### src/rtl/mem_controller_rr_if.sv
// Signal bundle between the LSU consumers, the round-robin memory controller
// and the external memory channels.
interface mem_controller_rr_if #(
  parameter int ADDR_BITS     = 8,
  parameter int DATA_BITS     = 16,
  parameter int NUM_CONSUMERS = 4,
  parameter int NUM_CHANNELS  = 2
);
  logic [NUM_CONSUMERS-1:0]                consumer_read_valid;
  logic [NUM_CONSUMERS-1:0][ADDR_BITS-1:0] consumer_read_address;
  logic [NUM_CONSUMERS-1:0]                consumer_read_ready;
  logic [NUM_CONSUMERS-1:0][DATA_BITS-1:0] consumer_read_data;
  logic [NUM_CONSUMERS-1:0]                consumer_write_valid;
  logic [NUM_CONSUMERS-1:0][ADDR_BITS-1:0] consumer_write_address;
  logic [NUM_CONSUMERS-1:0][DATA_BITS-1:0] consumer_write_data;
  logic [NUM_CONSUMERS-1:0]                consumer_write_ready;
  logic [NUM_CHANNELS-1:0]                 mem_read_valid;
  logic [NUM_CHANNELS-1:0][ADDR_BITS-1:0]  mem_read_address;
  logic [NUM_CHANNELS-1:0]                 mem_read_ready;
  logic [NUM_CHANNELS-1:0][DATA_BITS-1:0]  mem_read_data;
  logic [NUM_CHANNELS-1:0]                 mem_write_valid;
  logic [NUM_CHANNELS-1:0][ADDR_BITS-1:0]  mem_write_address;
  logic [NUM_CHANNELS-1:0][DATA_BITS-1:0]  mem_write_data;
  logic [NUM_CHANNELS-1:0]                 mem_write_ready;
  logic [NUM_CHANNELS-1:0]                 channel_busy;
  logic [NUM_CHANNELS-1:0]                 timeout_flag;

  modport master (
    input  consumer_read_valid, consumer_read_address, consumer_write_valid,
           consumer_write_address, consumer_write_data, mem_read_ready,
           mem_read_data, mem_write_ready,
    output consumer_read_ready, consumer_read_data, consumer_write_ready,
           mem_read_valid, mem_read_address, mem_write_valid, mem_write_address,
           mem_write_data, channel_busy, timeout_flag
  );

  modport slave (
    output consumer_read_valid, consumer_read_address, consumer_write_valid,
           consumer_write_address, consumer_write_data, mem_read_ready,
           mem_read_data, mem_write_ready,
    input  consumer_read_ready, consumer_read_data, consumer_write_ready,
           mem_read_valid, mem_read_address, mem_write_valid, mem_write_address,
           mem_write_data, channel_busy, timeout_flag
  );
endinterface

### src/rtl/mem_controller_rr.sv
// Multi-channel memory controller: round-robin grants of consumer transactions
// onto independent memory channels, with optional per-channel wait timeout.
module mem_controller_rr #(
  parameter int ADDR_BITS      = 8,
  parameter int DATA_BITS      = 16,
  parameter int NUM_CONSUMERS  = 4,
  parameter int NUM_CHANNELS   = 2,
  parameter bit WRITE_ENABLE   = 1'b1,
  parameter bit READ_FIRST     = 1'b1,
  parameter int TIMEOUT_CYCLES = 0
) (
  input logic             clk,
  input logic             reset,
  mem_controller_rr_if.master bus
);
  localparam int CW = $clog2(NUM_CONSUMERS);
  localparam int TW = (TIMEOUT_CYCLES > 1) ? $clog2(TIMEOUT_CYCLES) : 1;

  localparam logic [2:0] IDLE           = 3'd0;
  localparam logic [2:0] READ_WAITING   = 3'd1;
  localparam logic [2:0] WRITE_WAITING  = 3'd2;
  localparam logic [2:0] READ_RELAYING  = 3'd3;
  localparam logic [2:0] WRITE_RELAYING = 3'd4;

  logic [2:0]               state            [NUM_CHANNELS];
  logic [CW-1:0]            current_consumer [NUM_CHANNELS];
  logic [TW-1:0]            timeout_count    [NUM_CHANNELS];
  logic [NUM_CONSUMERS-1:0] owner;
  logic [CW-1:0]            rr_ptr;

  logic [NUM_CONSUMERS-1:0] requesting;
  logic [NUM_CHANNELS-1:0]  grant_vld;
  logic [NUM_CHANNELS-1:0]  grant_rd;
  logic [NUM_CHANNELS-1:0]  timeout_hit;
  logic [CW-1:0]            grant_idx [NUM_CHANNELS];
  logic [CW-1:0]            next_ptr;
  logic                     any_grant;

  assign requesting = bus.consumer_read_valid |
                      (bus.consumer_write_valid & {NUM_CONSUMERS{WRITE_ENABLE}});

  // Idle channels claim consumers in ascending channel order; 'taken' keeps a
  // consumer from being handed to two channels in the same cycle.
  always_comb begin
    logic [NUM_CONSUMERS-1:0] taken;
    logic [CW-1:0]            idx;
    taken     = '0;
    idx       = '0;
    grant_vld = '0;
    grant_rd  = '0;
    any_grant = 1'b0;
    next_ptr  = rr_ptr;
    for (int ch = 0; ch < NUM_CHANNELS; ch++) begin
      grant_idx[ch] = '0;
      if (state[ch] == IDLE) begin
        for (int k = 0; k < NUM_CONSUMERS; k++) begin
          idx = CW'((int'(rr_ptr) + k) % NUM_CONSUMERS);
          if (!grant_vld[ch] && requesting[idx] && !owner[idx] && !taken[idx]) begin
            grant_vld[ch] = 1'b1;
            grant_idx[ch] = idx;
            taken[idx]    = 1'b1;
            grant_rd[ch]  = bus.consumer_read_valid[idx] &
                            (READ_FIRST | ~(bus.consumer_write_valid[idx] & WRITE_ENABLE));
            any_grant     = 1'b1;
            next_ptr      = CW'((int'(idx) + 1) % NUM_CONSUMERS);
          end
        end
      end
    end
  end

  always_comb begin
    bus.channel_busy = '0;
    for (int ch = 0; ch < NUM_CHANNELS; ch++) begin
      bus.channel_busy[ch] = (state[ch] != IDLE);
      timeout_hit[ch]      = (TIMEOUT_CYCLES > 0) &&
                             (timeout_count[ch] == TW'(TIMEOUT_CYCLES - 1));
    end
  end

  always_ff @(posedge clk or posedge reset) begin
    if (reset) begin
      owner                    <= '0;
      rr_ptr                   <= '0;
      bus.consumer_read_ready  <= '0;
      bus.consumer_read_data   <= '0;
      bus.consumer_write_ready <= '0;
      bus.mem_read_valid       <= '0;
      bus.mem_read_address     <= '0;
      bus.mem_write_valid      <= '0;
      bus.mem_write_address    <= '0;
      bus.mem_write_data       <= '0;
      bus.timeout_flag         <= '0;
      for (int ch = 0; ch < NUM_CHANNELS; ch++) begin
        state[ch]            <= IDLE;
        current_consumer[ch] <= '0;
        timeout_count[ch]    <= '0;
      end
    end else begin
      if (any_grant) rr_ptr <= next_ptr;
      for (int ch = 0; ch < NUM_CHANNELS; ch++) begin
        case (state[ch])
          IDLE: begin
            if (grant_vld[ch]) begin
              owner[grant_idx[ch]] <= 1'b1;
              current_consumer[ch] <= grant_idx[ch];
              timeout_count[ch]    <= '0;
              if (grant_rd[ch]) begin
                bus.mem_read_valid[ch]   <= 1'b1;
                bus.mem_read_address[ch] <= ADDR_BITS'(bus.consumer_read_address[grant_idx[ch]]);
                state[ch]                <= READ_WAITING;
              end else begin
                bus.mem_write_valid[ch]   <= 1'b1;
                bus.mem_write_address[ch] <= ADDR_BITS'(bus.consumer_write_address[grant_idx[ch]]);
                bus.mem_write_data[ch]    <= DATA_BITS'(bus.consumer_write_data[grant_idx[ch]]);
                state[ch]                 <= WRITE_WAITING;
              end
            end
          end
          // A memory ready on the timeout edge takes precedence over the abort.
          READ_WAITING: begin
            if (bus.mem_read_ready[ch]) begin
              bus.mem_read_valid[ch]                           <= 1'b0;
              bus.consumer_read_ready[current_consumer[ch]]    <= 1'b1;
              bus.consumer_read_data[current_consumer[ch]]     <= bus.mem_read_data[ch];
              timeout_count[ch]                                <= '0;
              state[ch]                                        <= READ_RELAYING;
            end else if (timeout_hit[ch]) begin
              bus.mem_read_valid[ch]                           <= 1'b0;
              bus.consumer_read_ready[current_consumer[ch]]    <= 1'b1;
              bus.consumer_read_data[current_consumer[ch]]     <= {DATA_BITS{1'b1}};
              bus.timeout_flag[ch]                             <= 1'b1;
              timeout_count[ch]                                <= '0;
              state[ch]                                        <= READ_RELAYING;
            end else begin
              timeout_count[ch] <= timeout_count[ch] + 1'b1;
            end
          end
          WRITE_WAITING: begin
            if (bus.mem_write_ready[ch] || timeout_hit[ch]) begin
              bus.mem_write_valid[ch]                        <= 1'b0;
              bus.consumer_write_ready[current_consumer[ch]] <= 1'b1;
              timeout_count[ch]                              <= '0;
              state[ch]                                      <= WRITE_RELAYING;
              if (!bus.mem_write_ready[ch]) bus.timeout_flag[ch] <= 1'b1;
            end else begin
              timeout_count[ch] <= timeout_count[ch] + 1'b1;
            end
          end
          READ_RELAYING: begin
            if (!bus.consumer_read_valid[current_consumer[ch]]) begin
              bus.consumer_read_ready[current_consumer[ch]] <= 1'b0;
              owner[current_consumer[ch]]                   <= 1'b0;
              state[ch]                                     <= IDLE;
            end
          end
          WRITE_RELAYING: begin
            if (!bus.consumer_write_valid[current_consumer[ch]]) begin
              bus.consumer_write_ready[current_consumer[ch]] <= 1'b0;
              owner[current_consumer[ch]]                    <= 1'b0;
              state[ch]                                      <= IDLE;
            end
          end
          default: state[ch] <= IDLE;
        endcase
      end
    end
  end
endmodule

### src/flat_wrapper.sv
// flat-port wrapper written by rule: the top's interface ports become plain ports
module mem_controller_rr_flat 
#(
  parameter int ADDR_BITS      = 8,
  parameter int DATA_BITS      = 16,
  parameter int NUM_CONSUMERS  = 4,
  parameter int NUM_CHANNELS   = 2,
  parameter bit WRITE_ENABLE   = 1'b1,
  parameter bit READ_FIRST     = 1'b1,
  parameter int TIMEOUT_CYCLES = 0
)
  (clk, reset, bus_consumer_read_valid, bus_consumer_read_address, bus_consumer_write_valid, bus_consumer_write_address, bus_consumer_write_data, bus_mem_read_ready, bus_mem_read_data, bus_mem_write_ready, bus_consumer_read_ready, bus_consumer_read_data, bus_consumer_write_ready, bus_mem_read_valid, bus_mem_read_address, bus_mem_write_valid, bus_mem_write_address, bus_mem_write_data, bus_channel_busy, bus_timeout_flag);
  mem_controller_rr_if #(.ADDR_BITS(ADDR_BITS), .DATA_BITS(DATA_BITS), .NUM_CONSUMERS(NUM_CONSUMERS), .NUM_CHANNELS(NUM_CHANNELS)) bus_i ();
  input logic clk;
  input logic reset;
  input wire logic [$bits(bus_i.consumer_read_valid)-1:0] bus_consumer_read_valid;
  input wire logic [$bits(bus_i.consumer_read_address)-1:0] bus_consumer_read_address;
  input wire logic [$bits(bus_i.consumer_write_valid)-1:0] bus_consumer_write_valid;
  input wire logic [$bits(bus_i.consumer_write_address)-1:0] bus_consumer_write_address;
  input wire logic [$bits(bus_i.consumer_write_data)-1:0] bus_consumer_write_data;
  input wire logic [$bits(bus_i.mem_read_ready)-1:0] bus_mem_read_ready;
  input wire logic [$bits(bus_i.mem_read_data)-1:0] bus_mem_read_data;
  input wire logic [$bits(bus_i.mem_write_ready)-1:0] bus_mem_write_ready;
  output wire logic [$bits(bus_i.consumer_read_ready)-1:0] bus_consumer_read_ready;
  output wire logic [$bits(bus_i.consumer_read_data)-1:0] bus_consumer_read_data;
  output wire logic [$bits(bus_i.consumer_write_ready)-1:0] bus_consumer_write_ready;
  output wire logic [$bits(bus_i.mem_read_valid)-1:0] bus_mem_read_valid;
  output wire logic [$bits(bus_i.mem_read_address)-1:0] bus_mem_read_address;
  output wire logic [$bits(bus_i.mem_write_valid)-1:0] bus_mem_write_valid;
  output wire logic [$bits(bus_i.mem_write_address)-1:0] bus_mem_write_address;
  output wire logic [$bits(bus_i.mem_write_data)-1:0] bus_mem_write_data;
  output wire logic [$bits(bus_i.channel_busy)-1:0] bus_channel_busy;
  output wire logic [$bits(bus_i.timeout_flag)-1:0] bus_timeout_flag;
  assign bus_i.consumer_read_valid = bus_consumer_read_valid;
  assign bus_i.consumer_read_address = bus_consumer_read_address;
  assign bus_i.consumer_write_valid = bus_consumer_write_valid;
  assign bus_i.consumer_write_address = bus_consumer_write_address;
  assign bus_i.consumer_write_data = bus_consumer_write_data;
  assign bus_i.mem_read_ready = bus_mem_read_ready;
  assign bus_i.mem_read_data = bus_mem_read_data;
  assign bus_i.mem_write_ready = bus_mem_write_ready;
  assign bus_consumer_read_ready = bus_i.consumer_read_ready;
  assign bus_consumer_read_data = bus_i.consumer_read_data;
  assign bus_consumer_write_ready = bus_i.consumer_write_ready;
  assign bus_mem_read_valid = bus_i.mem_read_valid;
  assign bus_mem_read_address = bus_i.mem_read_address;
  assign bus_mem_write_valid = bus_i.mem_write_valid;
  assign bus_mem_write_address = bus_i.mem_write_address;
  assign bus_mem_write_data = bus_i.mem_write_data;
  assign bus_channel_busy = bus_i.channel_busy;
  assign bus_timeout_flag = bus_i.timeout_flag;
  mem_controller_rr #(.ADDR_BITS(ADDR_BITS), .DATA_BITS(DATA_BITS), .NUM_CONSUMERS(NUM_CONSUMERS), .NUM_CHANNELS(NUM_CHANNELS), .WRITE_ENABLE(WRITE_ENABLE), .READ_FIRST(READ_FIRST), .TIMEOUT_CYCLES(TIMEOUT_CYCLES)) u_core (.clk(clk), .reset(reset), .bus(bus_i));
endmodule
### config.mk
export PLATFORM = sky130hd
export DESIGN_NAME = mem_controller_rr_flat
export DESIGN_NICKNAME = d
export VERILOG_FILES = /design/src/rtl/mem_controller_rr_if.sv /design/src/rtl/mem_controller_rr.sv /design/src/flat_wrapper.sv
export SDC_FILE = /design/constraint.sdc
export NUM_CORES = 1
export LEC_CHECK = 0
export CORE_MARGIN = 3
export CORE_UTILIZATION = 49
export DETAILED_ROUTE_END_ITERATION = 10
export PLACE_DENSITY = 0.82
export SETUP_SLACK_MARGIN = 0.4
export SKIP_LAST_GASP = 1
export SLEW_MARGIN = 20
export SYNTH_ARGS = -nofsm -noshare
export SYNTH_HDL_FRONTEND = slang
export SYNTH_SLANG_ARGS = --single-unit
### constraint.sdc
create_clock -name clk -period 7.08 [get_ports clk]
set_input_delay 1.062 -clock clk [delete_from_list [all_inputs] [get_ports clk]]
set_output_delay 1.062 -clock clk [all_outputs]
set_load 0.02 [all_outputs]
# After elaboration in Yosys (flattened, before gate mapping)
# Index checks and enable logic that the tools add are counted.
[word_totals] regBits=156 latchBits=0 ramBits=0 romBits=0 input_bits=174 output_inout_bits=144 word_cells=361 n_memories=0
[op_classes] n_addsub=6 n_mul=0 div=0 magnitude_cmp=16 eq_ne=22 shift=0 muxes=205 bitwise_logic=23 n_reduce_logical=67
[op_table] op="two-way mux 64 bit" count=4
[op_table] op="bitwise mux 64 bit" count=2
[op_table] op="two-way mux 4 bit" count=28
[op_table] op="two-way mux 1 bit" count=79
[op_table] op="binary-select mux 16 bit (select 2 bit)" count=2
[op_table] op="binary-select mux 8 bit (select 2 bit)" count=4
[op_table] op="demux 16 bit (select 2 bit)" count=2
[op_table] op="two-way mux 16 bit" count=4
[op_table] op="bitwise OR 4 bit" count=13
[op_table] op="binary-select mux 1 bit (select 2 bit)" count=24
[op_table] op="two-way mux 2 bit" count=22
[op_table] op="two-way mux 8 bit" count=4
[op_table] op="one-hot mux 4 bit (2 select lines)" count=4
[op_table] op="two-way mux 3 bit" count=10
[op_table] op="one-hot mux 3 bit (5 select lines)" count=2
[op_table] op="logical AND 1 bit" count=29
[op_table] op="bitwise AND 4 bit" count=6
[op_table] op="less-than comparator 2 x 3 -> 1 bit, second input constant" count=8
[op_table] op="one-hot mux 4 bit (3 select lines)" count=2
[op_table] op="inequality test 2 bit, second input constant" count=10
[op_table] op="logical NOT 1 bit" count=18
[op_table] op="demux 1 bit (select 2 bit)" count=8
[op_table] op=">= comparator 2 x 1 -> 1 bit, second input constant" count=8
[op_table] op="AND reduction 4 bit" count=4
[op_table] op="15 further kinds" count=42

# Logic depth before layout (Yosys ltp)
[depth] ltp_word=56 mapped_depth=20 mapped_depth_nobuf=15

# Worst setup path before layout
# OpenSTA, ideal clock, no wires.
[synth_timing] path_kind="register to register" startpoint="reg u_core.rr_ptr[0]" endpoint="reg u_core.bus.mem_write_address[10] (netlist name)" setup_time_ns=0.132 t_arrival_ns=4.809 t_required_ns=6.948 path_slack_ns=2.139 path_stages_with_launch=21 n_path_buf=5 period_less_slack_ns=4.941 cell_sequence="dfrtp_1 inv_2 clkbuf_1 ha_1 buf_2 nor2b_1 a2bb2o_2 o21a_1 a211oi_2 o32ai_1 buf_2 o32a_1 a2111o_1 o211a_1 a21o_1 a31o_4 and2_4 buf_6 buf_8 a2111oi_4 a211oi_1"
[synth_via] elab_chain_cells=51 word_cells_on_any_way=150 cone_classes="add/sub: 3; order compare: 8; mux: 88; bitwise: 7; reduce/logical: 44"
[synth_rtl] element="start, declared" line="mem_controller_rr.sv:29" rtl="logic [CW-1:0] rr_ptr;"
[synth_rtl] element="start signal, assigned" line="mem_controller_rr.sv:100" rtl="if (any_grant) rr_ptr <= next_ptr;"
[synth_rtl] element="parallel branches: the longest is 51 deep, another holds less-than comparator 2 x 3 -> 1 bit"
[synth_rtl] element="end signal, assigned by index" line="mem_controller_rr.sv:114" rtl="bus.mem_write_address[ch] <= ADDR_BITS'(bus.consumer_write_address[grant_idx[ch]]);"
[synth_rtl] element="end, declared" line="mem_controller_rr_if.sv:33" rtl="mem_read_valid, mem_read_address, mem_write_valid, mem_write_address,"
# Parallel ways; which one is timed is not known. The select of a mux whose other input is x is not followed.
# A chain may end at the register's enable or synchronous reset.

# Final worst setup path
[layout_timing] startpoint="in bus_consumer_write_valid[1]" endpoint="reg u_core.bus.mem_read_address[12] (netlist name)"
[layout_via] elab_chain_cells=51 word_cells_on_any_way=104 cone_classes="mux: 62; bitwise: 7; reduce/logical: 35"
[layout_rtl] element="start, declared" line="flat_wrapper.sv:18" rtl="input wire logic [$bits(bus_i.consumer_write_valid)-1:0] bus_consumer_write_valid;"
[layout_rtl] element="bitwise OR 4 bit (*)" line="mem_controller_rr.sv:39" rtl="assign requesting = bus.consumer_read_valid |"
[layout_rtl] element="binary-select mux 1 bit (select 2 bit)" line="mem_controller_rr.sv:58" rtl="if (!grant_vld[ch] && requesting[idx] && !owner[idx] && !taken[idx]) begin"
[layout_rtl] element="two-way mux 1 bit (not written as such)" line="mem_controller_rr.sv:58"
[layout_rtl] element="logical AND 1 bit (2 in a row)" line="mem_controller_rr.sv:58"
[layout_rtl] element="two-way mux 4 bit or two-way mux 1 bit (tied branches)" line="mem_controller_rr.sv:58"
[layout_rtl] element="two-way mux 4 bit or two-way mux 1 bit (tied branches)" line="mem_controller_rr.sv:55" rtl="if (state[ch] == IDLE) begin"
[layout_rtl] element="binary-select mux 1 bit (select 2 bit) or logical NOT 1 bit (tied branches)" line="mem_controller_rr.sv:58"
[layout_rtl] element="two-way mux 1 bit (not written as such) or logical AND 1 bit (tied branches)" line="mem_controller_rr.sv:58"
[layout_rtl] element="[... 34 more ...]"
[layout_rtl] element="binary-select mux 1 bit (select 2 bit) or logical NOT 1 bit (tied branches)" line="mem_controller_rr.sv:58"
[layout_rtl] element="two-way mux 1 bit (not written as such) or logical AND 1 bit (tied branches)" line="mem_controller_rr.sv:58"
[layout_rtl] element="logical NOT 1 bit or logical AND 1 bit (tied branches)" line="mem_controller_rr.sv:58"
[layout_rtl] element="logical AND 1 bit" line="mem_controller_rr.sv:58"
[layout_rtl] element="two-way mux 2 bit" line="mem_controller_rr.sv:58"
[layout_rtl] element="two-way mux 2 bit" line="mem_controller_rr.sv:55"
[layout_rtl] element="binary-select mux 8 bit (select 2 bit)" line="mem_controller_rr.sv:110" rtl="bus.mem_read_address[ch] <= ADDR_BITS'(bus.consumer_read_address[grant_idx[ch]]);"
[layout_rtl] element="two-way mux 8 bit (not written as such)" line="mem_controller_rr.sv:110"
[layout_rtl] element="end signal, assigned by index" line="mem_controller_rr.sv:110"
[layout_rtl] element="end, declared" line="mem_controller_rr_if.sv:33"
# Mark *: on every way between the ends. The rest lies on a longest branch, timed or not. The select of a mux whose other input is x is not followed.

==> summary.md <==
| Metric | Value |
|---|---|
| Status | `finished clean` |
| Hold Crit Start | `u_core.bus.mem_read_address[3]` |
| Top_reg_cell synth | `dfrtp_1` |
| Placed wire-length estimate | `29210 um` |
| Share of the synthesized area in the top cell type | `0.3600` |
| Tot Pwr | `8.177 mW` |
| PortBufs | `315` |
| Max Freq | `0.1662 GHz` |
| Multi-input combinational cell area | `6485 sq um` |
| Crit-path max FO | `39` |
| Worst vdd ir | `0.0002803 V` |
| Largest net degree at the start of global routing | `104` |
| WP data arrival | `6.31 ns` |
| Post-synthesis xor/xnor area fraction | `0` |
| Hold buffers post-CTS | `0` |
| Total CTS buffers | `17` |
| Layout Utilization | `0.6925` |
| Reg2Reg Setup Slack | `1.36 ns` |
| Vias in the first global route | `11077` |
| MaxCap Viol Count | `0` |
| Gpl congestion | `0.9662` |
| Die X | `154.8 um` |
| TritonCTS clock tree | `built` |
| Dpl cells | `1738` |
| Cell area after layout | `14790 sq um` |
| Largest cells by area after synthesis | `dfrtp_1, mux2i_1, nand2_1, nor2_1, a211oi_1` |
| Post-Syn Area per Cell | `8.910 sq um` |
| Register area | `3904 sq um` |
| Drt pass-1 iters | `6` |
| Async SR Flop Fraction | `1.000` |
| RSZ-0062 raised after global routing | `false` |
| Total track usage | `0.3276` |
| Routed len/inst | `23.02 um` |
| Largest family of logic cells by synthesized area | `compound AO/OA/AOI/OAI gates` |
| Worst Hold End | `u_core.bus.mem_read_address[3]` |
| Clk Latency, worst-skew pair | `0.43 ns` |
| Via count | `11276` |
| Vias/cell | `6.371` |
| Leak pwr | `5.809 nW` |
| Synthesized area | `10840 sq um` |
| Routed wire length | `40740 um` |
| Starting Density | `0.5078` |
| H-tree levels | `4` |
| Antenna violations before repair | `0` |
| Depth of the worst hold-timing path | `1` |
| Post-synth top cells | `nand2_1, dfrtp_1, nor2_1` |
| CP Capture Type | `flop` |
| Compound-Gate Fraction of Synth Area | `0.2789` |
| Chip Height | `154.8 um` |
| Fin crit share | `0.8500` |
| Post-CTS setup buffer count | `0` |
| Mapped Cells | `1217` |
| Worst slew pin tran | `1.122 ns` |
| Area Growth Syn to Fin | `36.37%` |
| Yosys top cell by area | `dfrtp_1` |
| FF-to-FF path depth | `17` |
| Finish-stage setup viols | `0` |
| Count leader, synth | `nand2_1` |
| Reg2reg end | `u_core.bus.mem_read_address[12]` |
| Startpoint types | `primary input` |
| Yosys warns | `0` |
| Gr ovfl total | `0` |
| I/O pin total | `318` |
| Worst r2r src | `u_core.rr_ptr[0]` |
| Relative slew margins | `0.2499` |
| # nets final | `1665` |
| First-pass GRT wire length | `62950 um` |
| Fin. Hold Viols | `0` |
| DP Area | `14180 sq um` |
| CTS Sinks | `156` |
| Non-filler cells, final | `1770` |
| Fin worst setup slack | `1.062 ns` |
| Share of layout cells above drive strength 1 | `0.09705` |
| Clk root buf | `clkbuf_16` |
| Power Dens Cells | `553.0 nW/um^2` |
| Post-synth cell types | `95` |
| Seq/Total Area, Yosys | `0.3600` |
| Row count | `53` |
| Class of the worst hold path | `flop to flop` |
| Synth Register Bits | `156` |
| Crit path kind | `primary input to flop` |
| Adder-cell share of the synthesized area | `0.01039` |
| Clock Pin Slew Worst Setup and Hold Paths | `0.07 ns` |
| Core area | `21350 sq um` |
| Total die area | `23950 sq um` |
| Post-synthesis simple-gate area fraction | `0.1679` |
| CP Data Required Time | `7.38 ns` |
| CTS resizes | `0` |
| TNS Setup | `0 ns` |
| Remaining DRCs | `0` |
| DR iter-0 viols | `986` |
| Hold slack | `0.4799 ns` |
| Post-synthesis mux area share | `0.1369` |
| Final ANT Viol Nets | `0` |
| Post-synth EDFFs | `0` |
| DP Worst Slack | `0.7578 ns` |
| Max clock buf depth | `2` |
| Layout Skew | `0.009649 ns` |
| Crit path time final | `6.018 ns` |
| Slew Limit Fails | `0` |
| Filler Cell Count | `1665` |
## cells in the final DEF, fill, tap and decap left out, types with 5 or more instances in the layout
| cell | count |
|---|---|
| o32ai_1 | 8 |
| nor3_1 | 16 |
| a211oi_2 | 5 |
| buf_4 | 24 |
| o221ai_1 | 11 |
| inv_1 | 12 |
| o21ai_0 | 45 |
| and2_1 | 34 |
| nand2b_1 | 8 |
| clkbuf_16 | 17 |
| a211oi_1 | 57 |
| clkdlybuf4s50_1 | 315 |
| mux2_2 | 28 |
| nor2b_1 | 9 |
| dfrtp_1 | 156 |
| a311oi_1 | 11 |
| a31oi_1 | 50 |
| nor2_1 | 114 |
| nor4_1 | 6 |
| o22ai_1 | 18 |
| nand2_1 | 181 |
| ha_1 | 9 |
| mux2i_1 | 92 |
| a2111oi_4 | 9 |
| a21oi_1 | 64 |
| a2111oi_0 | 16 |
| o211ai_1 | 5 |
| mux4_2 | 10 |
| a21boi_0 | 24 |
| nand3_1 | 11 |
| a21o_1 | 10 |
## kinds of logic (layout without fill, tap and decap cells)
| group | Yosys count | after routing |
|---|---|---|
| AO/OA/AOI/OAI | 396 | 396 |
| adder cells (fa/ha/maj) | 9 | 9 |
| buffers and inverters | 113 | 389 |
| flip-flops | 156 | 156 |
| multiplexers | 131 | 131 |
| other | 1 | 3 |
| AND/OR/NAND/NOR | 411 | 411 |
## worst max-delay path: stages
cell and delay (ns):
clkdlybuf4s50_1 0.53, o21bai_1 0.71, o22ai_2 0.30, nor2_4 0.44, a211oi_1 0.22, o32ai_1 0.67
o221ai_1 0.28, o2bb2ai_1 0.20, a211oi_2 0.31, a21o_1 0.25, a31o_4 0.17, and2_4 0.54
buf_12 0.27, mux2i_1 0.22, o221ai_1 0.13
## how the worst max path moves through the flow
stage	from	end	slack [ns]
after floorplan	reset	u_core.bus.consumer_read_data[0]	1.81
after global placement	bus_consumer_read_valid[1]	u_core.bus.mem_read_address[14]	0.83
after detailed placement	bus_consumer_write_valid[1]	u_core.bus.mem_read_address[12]	0.76
after CTS	bus_consumer_write_valid[1]	u_core.bus.mem_read_address[12]	1.21
after global routing	bus_consumer_read_valid[1]	u_core.bus.mem_read_address[12]	0.76
final	bus_consumer_write_valid[1]	u_core.bus.mem_read_address[12]	1.06
## state kept, by name, summed over array words and instances, names as in the netlist
name                             flops
u_core.bus.mem_write_data           32
u_core.bus.mem_write_address        16
u_core.bus.mem_read_valid            2
u_core.rr_ptr                        2
u_core.bus.mem_read_address         16
u_core.state                         6
u_core.bus.consumer_read_data       64
u_core.bus.consumer_read_ready       4
u_core.bus.consumer_write_ready      4
u_core.owner                         4
u_core.current_consumer              4
u_core.bus.mem_write_valid           2
## routing by layer
layer / share of wire / GRT usage / up-vias
met2: 0.47 / 0.5216 / 622
met3: 0.090 / 0.09261 / 128
met1: 0.40 / 0.4181 / 5460
met5: 0 / 0 / -
li1: - / - / 5066
met4: 0.045 / 0.1426 / 0
## where the power goes
group          internal, mW  switching (mW)
clock                 0.568           0.416
combinational          2.26            3.24
sequential             1.36           0.335
total                  4.19            3.99
## layout make-up
type	count	area share
inverters	17	0.004992
clock inverters	12	0.01092
flip-flops and latches	156	0.2640
diodes	1	0.0001692
multi-input cells	949	0.4386
repair buffers	341	0.2281
clock buffers	19	0.02995
well taps	275	0.02327
No activity file was read; power rests on OpenSTA's default activity.
